==> src/rtl/efuse_pkg.sv <==
// Shared types and constants for the eFuse macro emulator.
package efuse_pkg;

    localparam int N_BITS_DEF = 64;

    typedef enum logic [1:0] {
        ST_IDLE,
        ST_PGM,
        ST_READ,
        ST_ABORT
    } state_e;

    localparam logic [2:0] ERR_NONE     = 3'd0;
    localparam logic [2:0] ERR_ONEHOT   = 3'd1;
    localparam logic [2:0] ERR_WERP_CHG = 3'd2;
    localparam logic [2:0] ERR_MODE     = 3'd3;
    localparam logic [2:0] ERR_SHORT    = 3'd4;
    localparam logic [2:0] ERR_RE_PGM   = 3'd5;

endpackage

==> src/rtl/efuse_onehot_chk.sv <==
// One-hot check and index encoder for the WERP word-line select.
module efuse_onehot_chk #(
    parameter int N_BITS = 64,
    parameter int IW     = (N_BITS > 1) ? $clog2(N_BITS) : 1
) (
    input  logic [N_BITS-1:0] i_werp,
    output logic              o_valid,
    output logic [IW-1:0]     o_idx
);

    logic seen;
    logic multi;

    // OR-ing indices is only meaningful when exactly one bit is set, which o_valid reports.
    always_comb begin
        seen  = 1'b0;
        multi = 1'b0;
        o_idx = '0;
        for (int i = 0; i < N_BITS; i++) begin
            if (i_werp[i]) begin
                if (seen) multi = 1'b1;
                seen  = 1'b1;
                o_idx = o_idx | IW'(i);
            end
        end
        o_valid = seen & ~multi;
    end

endmodule

==> src/rtl/efuse_emu.sv <==
// Register-based responder model of the 64-bit OTP eFuse macro with protocol checking.
// Optional margin model (weak fuses, WSEL latch, RD margin read) enabled by EFUSE_EMU_MARGIN_EN.
module efuse_emu
    import efuse_pkg::*;
#(
    parameter int                N_BITS      = N_BITS_DEF,
    parameter int                PGM_MIN_CYC = 16,
    parameter logic [3:0]        WSEL_MIN    = 4'd4,
    parameter logic [N_BITS-1:0] INIT_VAL    = '0
) (
    input  logic              i_clk,
    input  logic              i_rst,
    input  logic              i_resetb,
    input  logic [N_BITS-1:0] i_werp,
    input  logic              i_access,
    input  logic              i_wren,
    input  logic              i_peb,
    input  logic              i_re,
    input  logic [3:0]        i_wsel,
    input  logic [1:0]        i_rd,
    output logic              o_output,
    output logic              o_err,
    output logic [2:0]        o_err_code,
    output logic [N_BITS-1:0] o_fuse
);

    localparam int IW = (N_BITS > 1) ? $clog2(N_BITS) : 1;
    localparam int CW = $clog2(PGM_MIN_CYC + 1);
    localparam logic [CW-1:0] CNT_MAX = CW'(PGM_MIN_CYC);

    state_e            state_q, state_d;
    logic              access_q;
    logic [IW-1:0]     idx_q, idx_d;
    logic [N_BITS-1:0] werp_q, werp_d;
    logic [CW-1:0]     cnt_q, cnt_d;
    logic [N_BITS-1:0] fuse_q, fuse_d;
    logic              out_q, out_d;
    logic              err_q, err_d;
    logic [2:0]        code_q, code_d;
    logic [2:0]        raise;

    logic              werp_ok;
    logic [IW-1:0]     werp_idx;
    logic              rise;
    logic              werp_chg;
    logic              eff_bit;

    efuse_onehot_chk #(.N_BITS(N_BITS), .IW(IW)) u_onehot (
        .i_werp (i_werp),
        .o_valid(werp_ok),
        .o_idx  (werp_idx)
    );

    assign rise     = i_access & ~access_q;
    assign werp_chg = (i_werp != werp_q);

`ifdef EFUSE_EMU_MARGIN_EN
    logic [N_BITS-1:0] weak_q, weak_d;
    logic [3:0]        wsel_q, wsel_d;
    logic              new_weak;

    assign new_weak = (wsel_q < WSEL_MIN);
    assign eff_bit  = fuse_q[idx_q] & ~(weak_q[idx_q] & (i_rd != 2'd0));
`else
    logic unused_margin;
    assign unused_margin = ^{i_wsel, i_rd};
    assign eff_bit       = fuse_q[idx_q];
`endif

    always_comb begin
        state_d = state_q;
        idx_d   = idx_q;
        werp_d  = werp_q;
        cnt_d   = cnt_q;
        fuse_d  = fuse_q;
        out_d   = out_q;
        err_d   = err_q;
        code_d  = code_q;
        raise   = ERR_NONE;
`ifdef EFUSE_EMU_MARGIN_EN
        weak_d  = weak_q;
        wsel_d  = wsel_q;
`endif
        if (!i_resetb) begin
            // Functional reset: array and error capture survive, in-flight program is dropped.
            state_d = ST_IDLE;
            out_d   = 1'b0;
            cnt_d   = '0;
        end else begin
            case (state_q)
                ST_IDLE: begin
                    if (rise) begin
                        werp_d = i_werp;
                        idx_d  = werp_idx;
`ifdef EFUSE_EMU_MARGIN_EN
                        wsel_d = i_wsel;
`endif
                        if (!werp_ok) begin
                            raise   = ERR_ONEHOT;
                            state_d = ST_ABORT;
                        end else if (i_wren && !i_peb) begin
                            state_d = ST_PGM;
                            cnt_d   = '0;
                        end else if (!i_wren && i_peb) begin
                            state_d = ST_READ;
                        end else begin
                            raise   = ERR_MODE;
                            state_d = ST_ABORT;
                        end
                    end
                end
                ST_PGM: begin
                    if (werp_chg) begin
                        raise   = ERR_WERP_CHG;
                        state_d = ST_ABORT;
                    end else if (i_re) begin
                        raise   = ERR_RE_PGM;
                        state_d = ST_ABORT;
                    end else if (!i_access) begin
                        state_d = ST_IDLE;
                        if (cnt_q >= CNT_MAX) begin
                            fuse_d[idx_q] = 1'b1;
`ifdef EFUSE_EMU_MARGIN_EN
                            // A reblow can only strengthen an already-blown fuse.
                            weak_d[idx_q] = fuse_q[idx_q] ? (weak_q[idx_q] & new_weak) : new_weak;
`endif
                        end else begin
                            raise = ERR_SHORT;
                        end
                    end else if (cnt_q != CNT_MAX) begin
                        cnt_d = cnt_q + 1'b1;
                    end
                end
                ST_READ: begin
                    if (werp_chg) begin
                        raise   = ERR_WERP_CHG;
                        state_d = ST_ABORT;
                    end else begin
                        if (i_re) out_d = eff_bit;
                        if (!i_access) state_d = ST_IDLE;
                    end
                end
                default: begin
                    if (!i_access) state_d = ST_IDLE;
                    else if (werp_chg) raise = ERR_WERP_CHG;
                end
            endcase
            if (raise != ERR_NONE) begin
                err_d = 1'b1;
                if (!err_q) code_d = raise;
            end
        end
    end

    always_ff @(posedge i_clk) begin
        if (i_rst) begin
            state_q  <= ST_IDLE;
            access_q <= 1'b0;
            idx_q    <= '0;
            werp_q   <= '0;
            cnt_q    <= '0;
            fuse_q   <= INIT_VAL;
            out_q    <= 1'b0;
            err_q    <= 1'b0;
            code_q   <= ERR_NONE;
        end else begin
            state_q  <= state_d;
            access_q <= i_access;
            idx_q    <= idx_d;
            werp_q   <= werp_d;
            cnt_q    <= cnt_d;
            fuse_q   <= fuse_d;
            out_q    <= out_d;
            err_q    <= err_d;
            code_q   <= code_d;
        end
    end

`ifdef EFUSE_EMU_MARGIN_EN
    always_ff @(posedge i_clk) begin
        if (i_rst) begin
            weak_q <= '0;
            wsel_q <= '0;
        end else begin
            weak_q <= weak_d;
            wsel_q <= wsel_d;
        end
    end
`endif

    assign o_output   = out_q;
    assign o_err      = err_q;
    assign o_err_code = code_q;
    assign o_fuse     = fuse_q;

endmodule

==> config.mk <==
export PLATFORM = sky130hd
export DESIGN_NAME = efuse_emu
export DESIGN_NICKNAME = d
export VERILOG_FILES = /design/src/rtl/efuse_pkg.sv /design/src/rtl/efuse_onehot_chk.sv /design/src/rtl/efuse_emu.sv
export SDC_FILE = /design/constraint.sdc
export NUM_CORES = 1
export LEC_CHECK = 0
export CAP_MARGIN = 10
export CORE_MARGIN = 3
export CORE_UTILIZATION = 50
export CTS_CLUSTER_DIAMETER = 40
export DETAILED_ROUTE_END_ITERATION = 6
export PLACE_DENSITY = 0.77
export SETUP_SLACK_MARGIN = 0.3
export SLEW_MARGIN = 20
export SYNTH_ARGS = -nofsm -noshare
export SYNTH_HDL_FRONTEND = slang
export SYNTH_SLANG_ARGS = --single-unit
==> constraint.sdc <==
create_clock -name i_clk -period 6.9 [get_ports i_clk]
set_input_delay 2.07 -clock i_clk [delete_from_list [all_inputs] [get_ports i_clk]]
set_output_delay 2.07 -clock i_clk [all_outputs]
set_load 0.03 [all_outputs]
==> reports/metrics.cfg <==
[synth]
syn_area_mm2=0.00814
syn_inst=1040
synth-xor-area-share_pct=6.88
async_flop_share_pct=0
synth-seq-cells=147
synth.top_cell.area_share_pct=36.1
synth-simple-area-share_pct=28.0
synth_area_leaders=dfxtp_1, a21oi_1, nand2_1
synth.avg_cell_area_um2=7.83
synth-edff-count=0
synth_compound_area_share_pct=19.0
synth_nets=1121
synth-seq-area-share_pct=36.1
yosys.area_share.adder_pct=0.737
synth_cell_types=81
synthMuxAreaShare_pct=3.66
synth_top_cell_by_area=dfxtp_1
synth_top_family_by_area=simple AND/OR/NAND/NOR gates
ys.flop_type=dfxtp_1
yosys_warnings=0

[cts]
post_cts_resized=0
cts_made_buffers=17
h-tree-depth=4
insertion_delay_ns=0.44
cts_tree=built
cts_buffer_depth=2
root_buffer=clkbuf_16
clk_pin_slew_ns=0.06
cts_hold_buf=0
post_cts_buffers=0
clock_sinks=147

[hold_path]
hold_class=flip-flop to flip-flop
hold_depth=2

[drt]
wl_per_cell_um=19.4
num_vias=8569
drt-initial-drc-count=893
drcViolationCount=0
totalWireLength_um=27300
via_per_inst=6.10
first_pass_iters=6
ant_nets=0

[floorplanning]
start_util_pct=51.3
core_area_mm2=0.0159
die_h_um=134
die_area_mm2=0.0179
ios=146
rows=46
die_x_um=134

[critical_path]
cp.required_ns=7.27
cp_max_fo=12
critPathKind=input pin to flip-flop
cp_data_arrival_time_ns=6.28
end_kind=flip-flop
reg2reg_depth=11
start_kind=input pin

[grt]
grt_pass1_wl_um=42000
grt_max_degree=108
grt_overflow=0
grt_usage_pct=29.8
grt_pass1_vias=7820
antenna_found_initial=0

[sta]
grt_setup_unrepaired=false
fin_worst_skew_ns=0.0107
fin_crit_sh_pct=85.6
setup_viol=0
max_freq_mhz=169
hold_viol_final=0
hold_slack_ns=0.466
setup-tns-final_ns=0
min_period_ns=5.91
slew_violations=0
maxSlewHeadroom_pct=29.0
worst_pin_slew_ns=1.06

[power]
p_leak_nw=3.74
p_clk_share_pct=42.9
p_int_mw=1.48
power_density_mw_per_mm2=197
pwr-share-seq_pct=43.3
ir_drop_v=0.000169
p_comb_share_pct=13.8
netSwitchingFraction_pct=27.6
p_sw_mw=0.566

[outcome]
status=completed

[placed_design]
gp_congestion=0.966
dp_hpwl_um=19600
port_buffers=139

[cells_and_area]
area_growth_pct=27.4
final_nets=1257
diodes=0
drive_above_1_share_pct=11.9
num-fill-cells=1383

[flow_run]
cap_violations=0

==> through the flow <==
stage	util (%)	setup WS [ns]	cells	power [mW]	area, µm²
5_1_grt	65.3	0.835	1404	2.11	10400
6_report	65.3	0.993	1404	2.05	10400
4_1_cts	65.1	1.06	1403	2.04	10300
2_1_floorplan	-	1.40	1040	1.06	8140
3_5_place_dp	61.7	0.604	1372	1.18	9800
3_3_place_gp	61.7	0.635	1372	1.18	9800
==> sequential cells by signal, indices dropped and copies added, names as in the netlist <==
signal and flops:
o_err 1, o_output 1, access_q 1, o_err_code 3, idx_q 6, o_fuse 64, werp_q 64, state_q 2
cnt_q 5
==> final timing paths <==
| check | from | to | slack (ns) |
|---|---|---|---|
| worst max-delay path | i_werp[0] | cnt_q[4]$_SDFFE_PP0P_ | 0.99 |
| worst min-delay path | werp_q[24]$_SDFFE_PP0P_ | werp_q[24]$_SDFFE_PP0P_ | 0.47 |
| worst max register to register | werp_q[50]$_SDFFE_PP0P_ | o_fuse[7]$_SDFFE_PP0P_ | 3.43 |
| worst min register to register | werp_q[24]$_SDFFE_PP0P_ | werp_q[24]$_SDFFE_PP0P_ | 0.47 |
==> per-layer routing <==
metal  up-vias  wire, µm  GRT usage, %  part of all wire (%)
met5         -         0             0                     0
met1      4015     11000          39.1                    40
met3        86      2630          6.53                   9.6
li1       4012         -             -                     -
met4         0      1000          12.2                   3.7
met2       456     12700          47.6                    46
==> cells in the final DEF, fill, tap and decap left out, types with 7 or more instances in the layout <==
cell / netlist / layout
mux4_2: 8 / 8
nand4_1: 16 / 16
or3_1: 8 / 8
nor3_1: 28 / 28
inv_1: 11 / 11
buf_4: 1 / 54
nor4_1: 42 / 42
nand2b_1: 7 / 7
o41ai_1: 7 / 7
xor2_1: 64 / 64
clkbuf_16: 0 / 17
nand2_1: 166 / 165
or4_1: 10 / 10
a22oi_1: 9 / 9
a31oi_1: 8 / 8
o21ai_0: 15 / 15
dfxtp_1: 147 / 147
nand3_1: 13 / 13
clkdlybuf4s50_1: 0 / 138
a21oi_1: 148 / 148
or2_2: 15 / 15
nor2_1: 113 / 113
a221oi_1: 7 / 7
==> worst max-delay path: stages <==
cell	delay, ns
clkdlybuf4s50_1	0.51
or4_1	0.69
or4_4	0.64
or3_4	0.49
o41ai_1	0.45
and3_2	0.24
and4_1	0.25
a41oi_2	0.21
or4_1	0.56
a21boi_1	0.15
==> Yosys cell counts (4+ instances only) <==
cell type and number:
nand2_1 166, a21oi_1 148, dfxtp_1 147, nor2_1 113, xor2_1 64, clkbuf_1 55
nor4_1 42, nor3_1 28, nand4_1 16, o21ai_0 15, or2_2 15, nand3_1 13
inv_1 11, or4_1 10, a22oi_1 9, a31oi_1 8, mux4_2 8, or3_1 8
a221oi_1 7, buf_1 7, nand2b_1 7, o41ai_1 7, a2111oi_0 6, clkbuf_8 6
mux2_2 6, nand3b_1 6, a211oi_1 5, and3_1 5, mux2i_1 5, nor2b_1 5
o21a_1 5, o31ai_1 5, and3_2 4, ha_1 4
==> power by group through the flow <==
stage,combinational [mW],clock [mW],sequential (mW)
6_report,0.283,0.879,0.887
4_1_cts,0.276,0.882,0.887
5_1_grt,0.303,0.913,0.890
2_1_floorplan,0.157,0,0.902
3_5_place_dp,0.274,0,0.905
3_3_place_gp,0.271,0,0.904
==> cells by family after synthesis <==
group | Yosys count
AND/OR/NAND/NOR | 467
AO/OA/AOI/OAI | 251
flip-flops | 147
buffers and inverters | 87
XOR/XNOR | 64
multiplexers | 19
adder cells (fa/ha/maj) | 5
==> final cells by class <==
type	instances	area (µm²)	area share (%)
well taps	216	270	2.61
inverters	11	41.3	0.398
multi-input cells	806	4760	45.9
clock buffers	18	439	4.23
flip-flops and latches	147	2940	28.4
clock inverters	13	109	1.05
repair buffers	193	1810	17.4
Power figures use the tool's default switching activity.
